File: src/rtl/uart_tx_fifo.sv
// Byte FIFO in front of uart_tx: buffers producer writes and launches them one at a
// time through the tx_start/tx_data/tx_busy handshake, flagging overflow and start timeouts.
module uart_tx_fifo #(
   parameter  int DEPTH         = 16,
   parameter  int START_TIMEOUT = 4,
   localparam int CW            = $clog2(DEPTH + 1)
) (
   input  logic          clk,
   input  logic          rst,
   input  logic          wr_en,
   input  logic [7:0]    wr_data,
   output logic          full,
   output logic          empty,
   output logic [CW-1:0] count,
   output logic          overflow,
   output logic          start_err,
   output logic          drained,
   output logic          tx_start,
   output logic [7:0]    tx_data,
   input  logic          tx_busy
);

   localparam int AW = $clog2(DEPTH);
   localparam int TW = $clog2(START_TIMEOUT + 1);
   localparam logic [CW-1:0] FULL_COUNT = CW'(DEPTH);
   localparam logic [TW-1:0] TMO_LAST   = TW'(START_TIMEOUT - 1);

   typedef enum logic [1:0] {
      IDLE      = 2'd0,
      WAIT_BUSY = 2'd1,
      WAIT_DONE = 2'd2
   } state_t;

   state_t        state;
   state_t        state_next;
   logic [7:0]    mem [DEPTH];
   logic [AW-1:0] wr_ptr;
   logic [AW-1:0] rd_ptr;
   logic [TW-1:0] timer;
   logic [TW-1:0] timer_next;
   logic          push;
   logic          pop;
   logic          timeout_hit;

   assign full    = (count == FULL_COUNT);
   assign empty   = (count == {CW{1'b0}});
   assign drained = empty && (state == IDLE) && !tx_busy;

   // Launch sequencing: pop only when idle with data and a quiet transmitter.
   always_comb begin
      state_next  = state;
      timer_next  = timer;
      pop         = 1'b0;
      timeout_hit = 1'b0;
      push        = wr_en && !full;
      case (state)
         IDLE: begin
            if (!empty && !tx_busy) begin
               pop        = 1'b1;
               state_next = WAIT_BUSY;
               timer_next = {TW{1'b0}};
            end else begin
               state_next = IDLE;
            end
         end
         WAIT_BUSY: begin
            if (tx_busy) begin
               state_next = WAIT_DONE;
               timer_next = {TW{1'b0}};
            end else if (timer == TMO_LAST) begin
               timeout_hit = 1'b1;
               state_next  = IDLE;
               timer_next  = {TW{1'b0}};
            end else begin
               timer_next = timer + TW'(1);
            end
         end
         WAIT_DONE: begin
            if (!tx_busy) begin
               state_next = IDLE;
            end else begin
               state_next = WAIT_DONE;
            end
         end
         default: begin
            state_next = IDLE;
            timer_next = {TW{1'b0}};
         end
      endcase
   end

   // FSM state and start-timeout counter.
   always_ff @(posedge clk or posedge rst) begin
      if (rst) begin
         state <= IDLE;
         timer <= {TW{1'b0}};
      end else begin
         state <= state_next;
         timer <= timer_next;
      end
   end

   // Storage array has no reset; only occupied slots are ever read.
   always_ff @(posedge clk) begin
      if (push) begin
         mem[wr_ptr] <= wr_data;
      end
   end

   // Pointers and occupancy; a write while full is dropped even if a pop happens.
   always_ff @(posedge clk or posedge rst) begin
      if (rst) begin
         wr_ptr <= {AW{1'b0}};
         rd_ptr <= {AW{1'b0}};
         count  <= {CW{1'b0}};
      end else begin
         if (push) begin
            wr_ptr <= wr_ptr + AW'(1);
         end
         if (pop) begin
            rd_ptr <= rd_ptr + AW'(1);
         end
         case ({push, pop})
            2'b10:   count <= count + CW'(1);
            2'b01:   count <= count - CW'(1);
            default: count <= count;
         endcase
      end
   end

   // Transmitter interface: tx_data only moves on a pop, tx_start is a one-cycle pulse.
   always_ff @(posedge clk or posedge rst) begin
      if (rst) begin
         tx_start <= 1'b0;
         tx_data  <= 8'h00;
      end else begin
         tx_start <= pop;
         if (pop) begin
            tx_data <= mem[rd_ptr];
         end
      end
   end

   // Sticky error flags.
   always_ff @(posedge clk or posedge rst) begin
      if (rst) begin
         overflow  <= 1'b0;
         start_err <= 1'b0;
      end else begin
         if (wr_en && full) begin
            overflow <= 1'b1;
         end
         if (timeout_hit) begin
            start_err <= 1'b1;
         end
      end
   end

endmodule
File: config.mk
export PLATFORM = sky130hd
export DESIGN_NAME = uart_tx_fifo
export DESIGN_NICKNAME = d
export VERILOG_FILES = /design/src/rtl/uart_tx_fifo.sv
export SDC_FILE = /design/constraint.sdc
export NUM_CORES = 1
export LEC_CHECK = 0
export CORE_MARGIN = 3
export CORE_UTILIZATION = 46
export CTS_BUF_LIST = sky130_fd_sc_hd__clkbuf_8
export DETAILED_ROUTE_END_ITERATION = 12
export GPL_TIMING_DRIVEN = 0
export HOLD_SLACK_MARGIN = 0.08
export PLACE_DENSITY_LB_ADDON = 0.1
export SYNTH_ARGS = -nofsm -noshare
export SYNTH_HDL_FRONTEND = slang
export SYNTH_SLANG_ARGS = --single-unit
File: constraint.sdc
create_clock -name clk -period 2.9 [get_ports clk]
set_input_delay 0.58 -clock clk [delete_from_list [all_inputs] [get_ports clk]]
set_output_delay 0.58 -clock clk [all_outputs]
set_load 0.005 [all_outputs]
==> summary.txt <==
Pwr
  • Switching share of power: 0.302
  • Comb power frac: 0.318
  • Leakage: 2.73 nW
  • Pwr Density: 951 nW/um^2
  • Net Switching: 2.17 mW
  • Flop pwr share: 0.417
  • Pint: 5.02 mW
  • VDD IR max: 455 uV
  • Clock power share: 0.265

Min path
  • Hold Startpoint: start_err
  • Worst Hold Class: flip-flop to flip-flop

Clock tree
  • Clk pin slew, worst setup/hold paths: 0.08 ns
  • Number of buffers created by CTS: 17
  • Clk root buf: clkbuf_8
  • Clock Path Buffers: 2
  • H-tree Lvls: 4
  • CTS tree: built
  • Post-CTS Setup Inserts: 0
  • Clock sink count: 157
  • Worst skew pair latency: 0.45 ns

Global route
  • Vias in the first global route: 3347
  • GRT Total Usage: 0.167
  • Initial antenna violation count: 0
  • Grt ovf: 0
  • Largest net degree at the start of global routing: 30
  • Global-route wire length before repair: 19200 um

Placement
  • # port buffers: 30
  • Setup WS pre-CTS: -0.370 ns
  • Dpl hpwl: 8160 um
  • Dpl cell area: 7060 um^2
  • GP Congestion: 0.736

Logic synthesis
  • Synth Area in Adders: 0.0269
  • Mux share of post-synthesis cell area: 0.155
  • Syn nets: 380
  • Compound-gate portion of the synthesized area: 0.0318
  • Synth Register Bits: 157
  • Largest family of logic cells by synthesized area: multiplexers
  • Mapped Cells: 354
  • Post-Synth XOR/XNOR Area: 0.0134
  • Simple-gate area share of the yosys netlist: 0.0474
  • Sequential area share after synthesis: 0.701
  • Avg Inst Size Synth: 18.4 um^2
  • Area of the mapped netlist: 6520 um^2
  • Synth unique cells: 39
  • Total number of yosys warnings: 0

Job
  • Max-cap violations: 0

Final layout
  • Fillers: 1062
  • Final Util: 0.558
  • Nets: 430
  • Multi-input logic area: 1820 um^2
  • Area grow syn2layout: 15.9%
  • Share of post-route cells with drive strength above 1: 0.144
  • FF/Latch Area: 4570 um^2
  • Diode count: 0
  • Final instance area: 7560 um^2

Detailed routing
  • Initial DRC Count: 213
  • Detail Route Antenna Nets: 0
  • Drt wl/cell: 20.9 um
  • Pre-Repair DR Iteration Count: 4
  • DRT Wirelength: 12400 um
  • Vias per inst: 5.44
  • Highest routed layer: met4
  • Met1 wire length: 5230 um
  • Vias post-DR: 3224
  • Metal3 WL: 639 um
  • Number of remaining DRC errors: 0
  • Metal2 WL: 6290 um

Critical path
  • CP max FO: 8
  • Crit end category: output port
  • Crit path arrival time: 2.21 ns
  • Worst setup path class: flip-flop to output port
  • Startpoint types: flip-flop
  • Crit Reg-Reg Startpoint: count[2]
  • Critical Path RT: 2.32 ns
  • Crit path launch: count[2]

Floorplan
  • IO Pins: 31
  • Rows: 42
  • Initial Util: 0.481
  • DIE AREA: 15600 um^2
  • Core area: 13600 um^2
  • Die W: 125 um
  • Vert. Die Dim: 125 um

STA
  • Fin Hold WS: 0.460 ns
  • Final hold viol count: 0
  • Tmin final: 2.79 ns
  • Clk_skew: 0.00972 ns
  • Rel. slew slack: 0.207
  • F_max: 358 MHz
  • RSZ-0062 raised after global routing: no
  • # setup viols final: 0
  • Least-Margin Pin Slew: 1.19 ns
  • Post-route clock period utilization: 0.963
  • Final WS setup: 0.107 ns
  • Slew Viols, Final: 0

Outcome
  • Status: finished clean
per-stage QoR:
step	setup TNS [ns]	total power [mW]	instances
floorplan	0	4.55	354
global placement	-10.52	5.29	560
detailed placement	-3.73	5.36	561
CTS	0	7.27	593
global route	0	7.60	593
finish	0	7.19	593
repair_timing:
action / in CTS / in global routing
endpoints found under the hold margin: 0 / 0
endpoints found under the setup margin: 1 / 2
hold buffers: 0 / 0
gates resized for setup: 1 / 4
cell usage after synthesis, drive strengths merged:
| library cell | instances | area, um^2 |
|---|---|---|
| a21boi | 2 | 18.8 |
| a21o | 4 | 31.3 |
| a21oi | 4 | 20.0 |
| a311oi | 1 | 8.76 |
| a31oi | 1 | 6.26 |
| and2 | 1 | 6.26 |
| and3b | 1 | 8.76 |
| buf | 14 | 101 |
| clkbuf | 4 | 16.3 |
| dfrtp | 29 | 726 |
| edfxtp | 128 | 3840 |
| ha | 14 | 175 |
| inv | 11 | 41.3 |
| mux2 | 1 | 11.3 |
| mux2i | 18 | 180 |
| mux4 | 32 | 822 |
| nand2 | 26 | 97.6 |
| nand2b | 6 | 37.5 |
| nand4 | 2 | 12.5 |
| nor2 | 16 | 60.1 |
| nor2b | 4 | 25.0 |
| nor3 | 5 | 25.0 |
| nor3b | 1 | 7.51 |
| nor4 | 1 | 21.3 |
| o211a | 1 | 10.0 |
| o21ai | 7 | 35.0 |
| o221ai | 8 | 70.1 |
| o31ai | 1 | 7.51 |
| or4 | 1 | 7.51 |
| xnor2 | 7 | 61.3 |
| xor2 | 3 | 26.3 |
final cells by class:
type | count | area share
repair buffers | 31 | 0.0407
clock buffers | 17 | 0.0309
flip-flops and latches | 157 | 0.604
multi-input cells | 168 | 0.241
well taps | 176 | 0.0291
clock inverters | 15 | 0.0323
inverters | 11 | 0.00546
plain buffers | 18 | 0.0157
metal layers:
layer  GRT usage  vias to the layer above
met3      0.0461                       15
met5           0                        -
met2       0.267                       81
li1            -                     1508
met4      0.0702                        0
met1       0.219                     1620
registers in the layout, indices dropped and copies added (netlist names), 2 cells and up:
signal and count:
count 5, state 2, mem 128, tx_data 8, timer 3, wr_ptr 4, rd_ptr 4
cells in the final DEF (no fill, tap or decap), types with 2 or more instances in the layout:
cell type,instances
a21o_1,3
a21oi_1,4
buf_1,2
buf_2,6
buf_4,2
buf_6,5
bufinv_16,6
clkbuf_1,2
clkbuf_2,2
clkbuf_8,17
clkdlybuf4s50_1,30
clkinvlp_4,4
dfrtp_1,29
edfxtp_1,128
ha_1,14
inv_1,12
inv_6,2
mux2i_1,18
mux4_1,27
mux4_2,5
nand2_1,26
nand2b_1,6
nand4_1,2
nor2_1,16
nor2b_1,4
nor3_2,4
o21ai_0,7
o221ai_1,8
xnor2_1,7
xor2_1,3
final timing paths:
path / to / slack, ns / cells after the start
max: drained / 0.11 / 4
min reg2reg: start_err / 0.46 / 1
min: start_err / 0.46 / 1
min in group asynchronous: count[1] / 0.74 / 2
max reg2reg: count[4] / 0.18 / 12
max in group asynchronous: rd_ptr[3] / 1.44 / 2
worst max-delay path: stages (launching register included):
cell	delay [ns]
dfrtp_1	0.40
buf_6	0.14
or4_4	0.56
nor3_2	0.16
clkdlybuf4s50_1	0.51
power groups by stage:
stage          clock (mW)  combinational, mW  sequential (mW)
2_1_floorplan           0               1.55             3.00
3_3_place_gp            0               2.26             3.03
3_5_place_dp            0               2.31             3.05
4_1_cts              1.95               2.33             3.00
5_1_grt              2.05               2.51             3.04
6_report             1.90               2.28             3.00
kinds of logic after synthesis:
| logic type | Yosys count |
|---|---|
| AOI/OAI and AO/OA | 29 |
| DFF | 157 |
| xor gates and xnor gates | 10 |
| muxes | 51 |
| adders and majority gates | 14 |
| buffers and inverters | 29 |
| and+or+nand+nor | 64 |
(Power assumes the default switching activity.)
